==> src/rtl/matmul_mac_ctrl.sv <==
// -----------------------------------------------------------------------------
// matmul_mac_ctrl
//
// Multiply-accumulate sequencer computing C = A x B for two 8x8 signed
// matrices stored row-major in synchronous-read RAMs (1-cycle read latency).
// Each result element takes 10 cycles: 8 FETCH cycles issuing the k = 0..7
// operand reads, one ACC cycle to fold in the last product, and one WRITE
// cycle presenting the element to the result RAM write port. Elements are
// produced in ascending address order 0..63. A one-cycle DONE state follows
// the 64th write.
//
// Build option:
//   MATMUL_TRANSPOSE_B_EN  when defined, B is read transposed
//                          (b_addr = j*8+k), giving C = A x B^T.
//                          Timing is identical in both builds.
//
// Ports:
//   clk     in   clock, all state on the rising edge
//   reset   in   asynchronous active-high reset, clears all state
//   start   in   one-cycle request to begin, only honoured in IDLE
//   busy    out  high in every state except IDLE
//   done    out  one-cycle pulse after the last result write
//   a_addr  out  A RAM read address (i*8+k)
//   a_data  in   signed A element, valid one cycle after a_addr
//   b_addr  out  B RAM read address (k*8+j, or j*8+k when transposed)
//   b_data  in   signed B element, valid one cycle after b_addr
//   c_addr  out  result RAM write address (i*8+j)
//   c_mdi   out  signed result data
//   c_mwr   out  result RAM write enable
//
// State table:
//   IDLE  | waiting for start; indices and accumulator at zero
//   FETCH | issue A/B reads for k = 0..7, accumulate delayed products
//   ACC   | accumulate the k = 7 product, latch the result element
//   WRITE | result element on the write port; step j (and i on wrap)
//   DONE  | one-cycle done pulse, then back to IDLE
// -----------------------------------------------------------------------------
module matmul_mac_ctrl #(
  parameter int DATA_W = 8,
  parameter int ACC_W  = 19,
  parameter int N      = 8,
  parameter int ADDR_W = 6
) (
  input  logic              clk,
  input  logic              reset,
  input  logic              start,
  output logic              busy,
  output logic              done,
  output logic [ADDR_W-1:0] a_addr,
  input  logic [DATA_W-1:0] a_data,
  output logic [ADDR_W-1:0] b_addr,
  input  logic [DATA_W-1:0] b_data,
  output logic [ADDR_W-1:0] c_addr,
  output logic [ACC_W-1:0]  c_mdi,
  output logic              c_mwr
);

  // Row/column/inner indices each take half of the RAM address.
  localparam int IDX_W  = ADDR_W / 2;
  localparam int PROD_W = 2 * DATA_W;

  localparam logic [IDX_W-1:0] IDX_LAST = IDX_W'(N - 1);
  localparam logic [IDX_W-1:0] IDX_ONE  = IDX_W'(1);
  localparam logic [IDX_W-1:0] IDX_ZERO = '0;

  typedef enum logic [2:0] {
    S_IDLE  = 3'd0,
    S_FETCH = 3'd1,
    S_ACC   = 3'd2,
    S_WRITE = 3'd3,
    S_DONE  = 3'd4
  } state_t;

  state_t                   state_q, state_d;
  logic [IDX_W-1:0]         i_q, i_d;
  logic [IDX_W-1:0]         j_q, j_d;
  logic [IDX_W-1:0]         k_q, k_d;
  logic signed [ACC_W-1:0]  acc_q, acc_d;
  logic                     valid_q, valid_d;
  logic [ADDR_W-1:0]        c_addr_q, c_addr_d;
  logic [ACC_W-1:0]         c_mdi_q, c_mdi_d;
  logic                     c_mwr_q, c_mwr_d;
  logic                     busy_q, busy_d;
  logic                     done_q, done_d;

  logic signed [PROD_W-1:0] a_ext;
  logic signed [PROD_W-1:0] b_ext;
  logic signed [PROD_W-1:0] prod;
  logic signed [ACC_W-1:0]  prod_ext;
  logic signed [ACC_W-1:0]  acc_sum;
  logic signed [ACC_W-1:0]  acc_next;
  logic                     last_elem;

  // Operands are widened to the product width first so the multiply is a
  // plain same-width signed multiply; the low PROD_W bits hold the exact
  // product because |a*b| <= 2^14.
  assign a_ext    = {{DATA_W{a_data[DATA_W-1]}}, a_data};
  assign b_ext    = {{DATA_W{b_data[DATA_W-1]}}, b_data};
  assign prod     = a_ext * b_ext;
  assign prod_ext = {{(ACC_W-PROD_W){prod[PROD_W-1]}}, prod};
  assign acc_sum  = acc_q + prod_ext;

  // valid_q marks the cycle in which RAM data for a FETCH address arrives.
  assign acc_next  = valid_q ? acc_sum : acc_q;
  assign last_elem = (i_q == IDX_LAST) && (j_q == IDX_LAST);

  always_comb begin
    state_d  = state_q;
    i_d      = i_q;
    j_d      = j_q;
    k_d      = k_q;
    acc_d    = acc_q;
    valid_d  = (state_q == S_FETCH);
    c_addr_d = c_addr_q;
    c_mdi_d  = c_mdi_q;
    c_mwr_d  = 1'b0;

    case (state_q)
      S_IDLE: begin
        if (start) begin
          state_d = S_FETCH;
          i_d     = IDX_ZERO;
          j_d     = IDX_ZERO;
          k_d     = IDX_ZERO;
          acc_d   = '0;
        end
      end

      S_FETCH: begin
        acc_d = acc_next;
        k_d   = k_q + IDX_ONE;
        if (k_q == IDX_LAST) begin
          state_d = S_ACC;
        end
      end

      S_ACC: begin
        // Result is latched here so it sits on the port during WRITE.
        acc_d    = acc_next;
        c_mwr_d  = 1'b1;
        c_addr_d = {i_q, j_q};
        c_mdi_d  = acc_next;
        state_d  = S_WRITE;
      end

      S_WRITE: begin
        acc_d = '0;
        k_d   = IDX_ZERO;
        j_d   = j_q + IDX_ONE;
        if (j_q == IDX_LAST) begin
          i_d = i_q + IDX_ONE;
        end
        state_d = last_elem ? S_DONE : S_FETCH;
      end

      S_DONE: begin
        state_d = S_IDLE;
      end

      default: begin
        state_d = S_IDLE;
      end
    endcase

    busy_d = (state_d != S_IDLE);
    done_d = (state_d == S_DONE);
  end

  always_ff @(posedge clk or posedge reset) begin
    if (reset) begin
      state_q  <= S_IDLE;
      i_q      <= '0;
      j_q      <= '0;
      k_q      <= '0;
      acc_q    <= '0;
      valid_q  <= 1'b0;
      c_addr_q <= '0;
      c_mdi_q  <= '0;
      c_mwr_q  <= 1'b0;
      busy_q   <= 1'b0;
      done_q   <= 1'b0;
    end else begin
      state_q  <= state_d;
      i_q      <= i_d;
      j_q      <= j_d;
      k_q      <= k_d;
      acc_q    <= acc_d;
      valid_q  <= valid_d;
      c_addr_q <= c_addr_d;
      c_mdi_q  <= c_mdi_d;
      c_mwr_q  <= c_mwr_d;
      busy_q   <= busy_d;
      done_q   <= done_d;
    end
  end

  // Read addresses are straight concatenations of the index registers.
  assign a_addr = {i_q, k_q};
`ifdef MATMUL_TRANSPOSE_B_EN
  assign b_addr = {j_q, k_q};
`else
  assign b_addr = {k_q, j_q};
`endif

  assign c_addr = c_addr_q;
  assign c_mdi  = c_mdi_q;
  assign c_mwr  = c_mwr_q;
  assign busy   = busy_q;
  assign done   = done_q;

endmodule
==> config.mk <==
export PLATFORM = sky130hd
export DESIGN_NAME = matmul_mac_ctrl
export DESIGN_NICKNAME = d
export VERILOG_FILES = /design/src/rtl/matmul_mac_ctrl.sv
export SDC_FILE = /design/constraint.sdc
export NUM_CORES = 1
export LEC_CHECK = 0
export ABC_AREA = 1
export CORE_MARGIN = 4
export CORE_UTILIZATION = 40
export CTS_CLUSTER_DIAMETER = 200
export DETAILED_ROUTE_END_ITERATION = 8
export PLACE_DENSITY = 0.66
export SLEW_MARGIN = 20
export SYNTH_ARGS = -nofsm -noshare
export SYNTH_HDL_FRONTEND = slang
export SYNTH_SLANG_ARGS = --single-unit
==> constraint.sdc <==
create_clock -name clk -period 5.24 [get_ports clk]
set_clock_uncertainty 0.05 [all_clocks]
set_input_delay 0.524 -clock clk [delete_from_list [all_inputs] [get_ports clk]]
set_output_delay 0.524 -clock clk [all_outputs]
set_load 0.005 [all_outputs]
==> metrics.cfg <==
[timing]
finalHoldViolCount = 0
setup_viol = 0
worst-slew-pin-transition_ns = 0.7528
grt_setup_unrepaired = no
slew_headroom_pct = 49.81
finalCriticalPeriod_ns = 4.990
max_freq_mhz = 200.4
finalSetupTns_ns = 0
drv_slew = 0
fin_crit_sh_pct = 95.24

[floorplan]
core.rowCount = 45
ios = 59
start_util_pct = 41.00
die_h_um = 133.1
die-area_um2 = 17710
die_w_um = 133.1
core_um2 = 15260

[cts]
clk_path_buf_depth = 2
cts_tree = yes
clkSlewWorstSetupHoldPaths_ns = 0.05
cts_sinks = 60
clk_latency_ns = 0.33
htree_levels = 3
cts_root_buf = clkbuf_16
cts_made_buffers = 9
postCtsSetupRepairBufs = 0

[worst_setup_path]
worstPathArrival_ns = 5.16
regToRegSetupSlack_ns = 0.83
cp_max_fo = 5
cp.required_ns = 5.41
endpoint_kind = register
crit_type = in2reg
start_kind = primary input

[route]
remaining_drc_errors = 0
vias_per_cell = 4.595
dr.pass1.iters = 4
ant_nets = 0
wl_per_cell_um = 12.48
drtIter0Drc = 278
routed-via-count = 4917
routed_wl_um = 13350

[final_layout]
antenna_cells = 0
drive_above_1_share_pct = 11.18
syn2layout_area_growth_pct = 23.04
fin_nets = 1007

[placed_design]
dp_hpwl_um = 10990
port_buffers = 58
gp_congestion = 0.8628

[grt]
grt_pass1_vias = 5142
grt_max_degree = 61
grt_usage_pct = 16.48
grt_pass1_wl_um = 23920
overflow = 0
antenna_found_initial = 0

[synthesis]
synth_top_cell_area_share_pct = 26.88
synth_area_leaders = fa_1 27%, dfrtp_1 24%, nand2_1 12%, ha_1 10%, inv_1 10%
ys_seq_area_share_pct = 24.00
synthesis.nets = 912
syn_inst = 759
avgSynthCellArea_um2 = 8.242
synth-seq-cells = 60
synth_area_leader_cell = fa_1
syn-cell-area_um2 = 6256
ys_warn_count = 0
ys_types = 41

[status]
status = complete, no violations

[min_path]
min_path_type = reg2reg

[job]
cap_violations = 0

==> worst max-delay path, stage by stage <==
cell and delay, ns:
clkdlybuf4s50_1 0.46, clkinv_1 0.07, or2_2 0.29, fa_1 0.51
fa_1 0.55, inv_1 0.05, fa_1 0.48, fa_1 0.57
fa_1 0.46, ha_4 0.30, nand2_1 0.09, o211ai_1 0.31
nand2_1 0.15, nand3_1 0.10, nand3_1 0.10, nand3_1 0.09
nand2_1 0.05
==> flip-flops by register name, summed over array words and instances, names as in the netlist <==
register	count
state_q	3
j_q	3
busy	1
k_q	3
c_mdi	19
c_mwr	1
acc_q	19
c_addr	6
valid_q	1
done	1
i_q	3
==> kinds of logic after synthesis <==
group / synth area share [%]
AO/OA/AOI/OAI: 6.640
AND/OR/NAND/NOR: 19.86
adder cells (fa/ha/maj): 36.88
buffers and inverters: 12.34
XOR/XNOR: 0.2801
flip-flops: 24.00
==> final cells by class <==
| type | count | area (µm²) |
|---|---|---|
| well taps | 211 | 264.0 |
| fillers | 1415 | 7561 |
| repair buffers | 112 | 991.0 |
| flip-flops and latches | 60 | 1501 |
| multi-input cells | 501 | 4001 |
| inverters | 170 | 638.1 |
| clock buffers | 16 | 301.5 |
==> synthesized netlist by cell type <==
cell type  instances
o21bai_1           1
nand2_1          201
o21ai_1           11
fa_1              84
clkinv_1           1
o211ai_2           1
o21ai_0           29
and2_1             1
nand3_2            1
nand4_1            3
ha_1              50
xor2_1             2
nand2b_1           1
o211ai_1           6
buf_6              1
o22ai_1            3
or2_2              7
a21o_1             1
buf_4              4
a31oi_1            1
nor2_1            32
nand3_1           36
nor3_1             1
nor3_2             1
a21oi_2            4
or2_0              1
nor4_1             1
nor3_4             2
a22oi_1            1
nand2_2            1
inv_1            166
a22o_1             2
inv_2              3
clkbuf_1          18
nor2_2             2
nand2_4            1
or2_1              2
a21oi_1           10
o21a_1             1
buf_2              5
dfrtp_1           60
==> metrics by stage <==
step / hold slack [ns] / instances / area (µm²) / util, % / setup slack (ns)
after floorplan: 0.4154 / 759 / 6256 / - / 0.3726
after global placement: 0.4041 / 1054 / 7372 / 48.31 / -0.2066
after detailed placement: 0.4086 / 1054 / 7372 / 48.31 / -0.2350
after CTS: 0.4215 / 1070 / 7674 / 50.29 / 0.1030
after global routing: 0.4414 / 1070 / 7697 / 50.45 / 0.001945
final: 0.4147 / 1070 / 7697 / 50.45 / 0.2497
==> path summary, 6_finish.rpt <==
kind	start	end	cells past startpoint
worst max-delay path	b_data[7]	acc_q[17]$_DFFE_PP0P_	17
worst min-delay path	c_mdi[2]$_DFFE_PP0P_	c_mdi[2]$_DFFE_PP0P_	2
worst max register to register	acc_q[6]$_DFFE_PP0P_	acc_q[18]$_DFFE_PP0P_	22
worst min register to register	c_mdi[2]$_DFFE_PP0P_	c_mdi[2]$_DFFE_PP0P_	2
max in group asynchronous	reset	c_addr[5]$_DFFE_PP0P_	3
min in group asynchronous	reset	acc_q[0]$_DFFE_PP0P_	3
==> layout by cell type (no fill, tap or decap), drive strengths merged <==
| master | instances |
|---|---|
| o21ai | 40 |
| clkbuf | 16 |
| a31oi | 1 |
| inv | 169 |
| nand2b | 1 |
| buf | 54 |
| a21o | 1 |
| clkdlybuf4s50 | 56 |
| or2 | 10 |
| o211ai | 7 |
| nand2 | 203 |
| dfrtp | 60 |
| o21bai | 1 |
| nor3 | 4 |
| xor2 | 2 |
| nand4 | 3 |
| nor2 | 34 |
| and2 | 1 |
| clkinv | 1 |
| o21a | 1 |
| nor4 | 1 |
| a22o | 2 |
| nand3 | 37 |
| o22ai | 3 |
| fa | 84 |
| a22oi | 1 |
| ha | 50 |
| a21oi | 14 |
| dlymetal6s2s | 2 |
==> per-layer routing <==
| layer | wire, µm | vias to the layer above | share of wire (%) | track usage [%] |
|---|---|---|---|---|
| met3 | 505 | 7 | 3.8 | 3.916 |
| met5 | 0 | - | 0 | 0 |
| met1 | 5947 | 2366 | 45 | 21.95 |
| met2 | 6835 | 69 | 51 | 28.19 |
| met4 | 66 | 0 | 0.49 | 2.021 |
| li1 | - | 2475 | - | - |
==> what timing repair did <==
item,CTS,global route
gates resized for setup,0,6
endpoints found under the hold margin,0,0
hold buffers,0,0
endpoints found under the setup margin,0,18
Power is not shown: default switching activity piles up to over one toggle a cycle in this logic, so the estimate is an artifact.
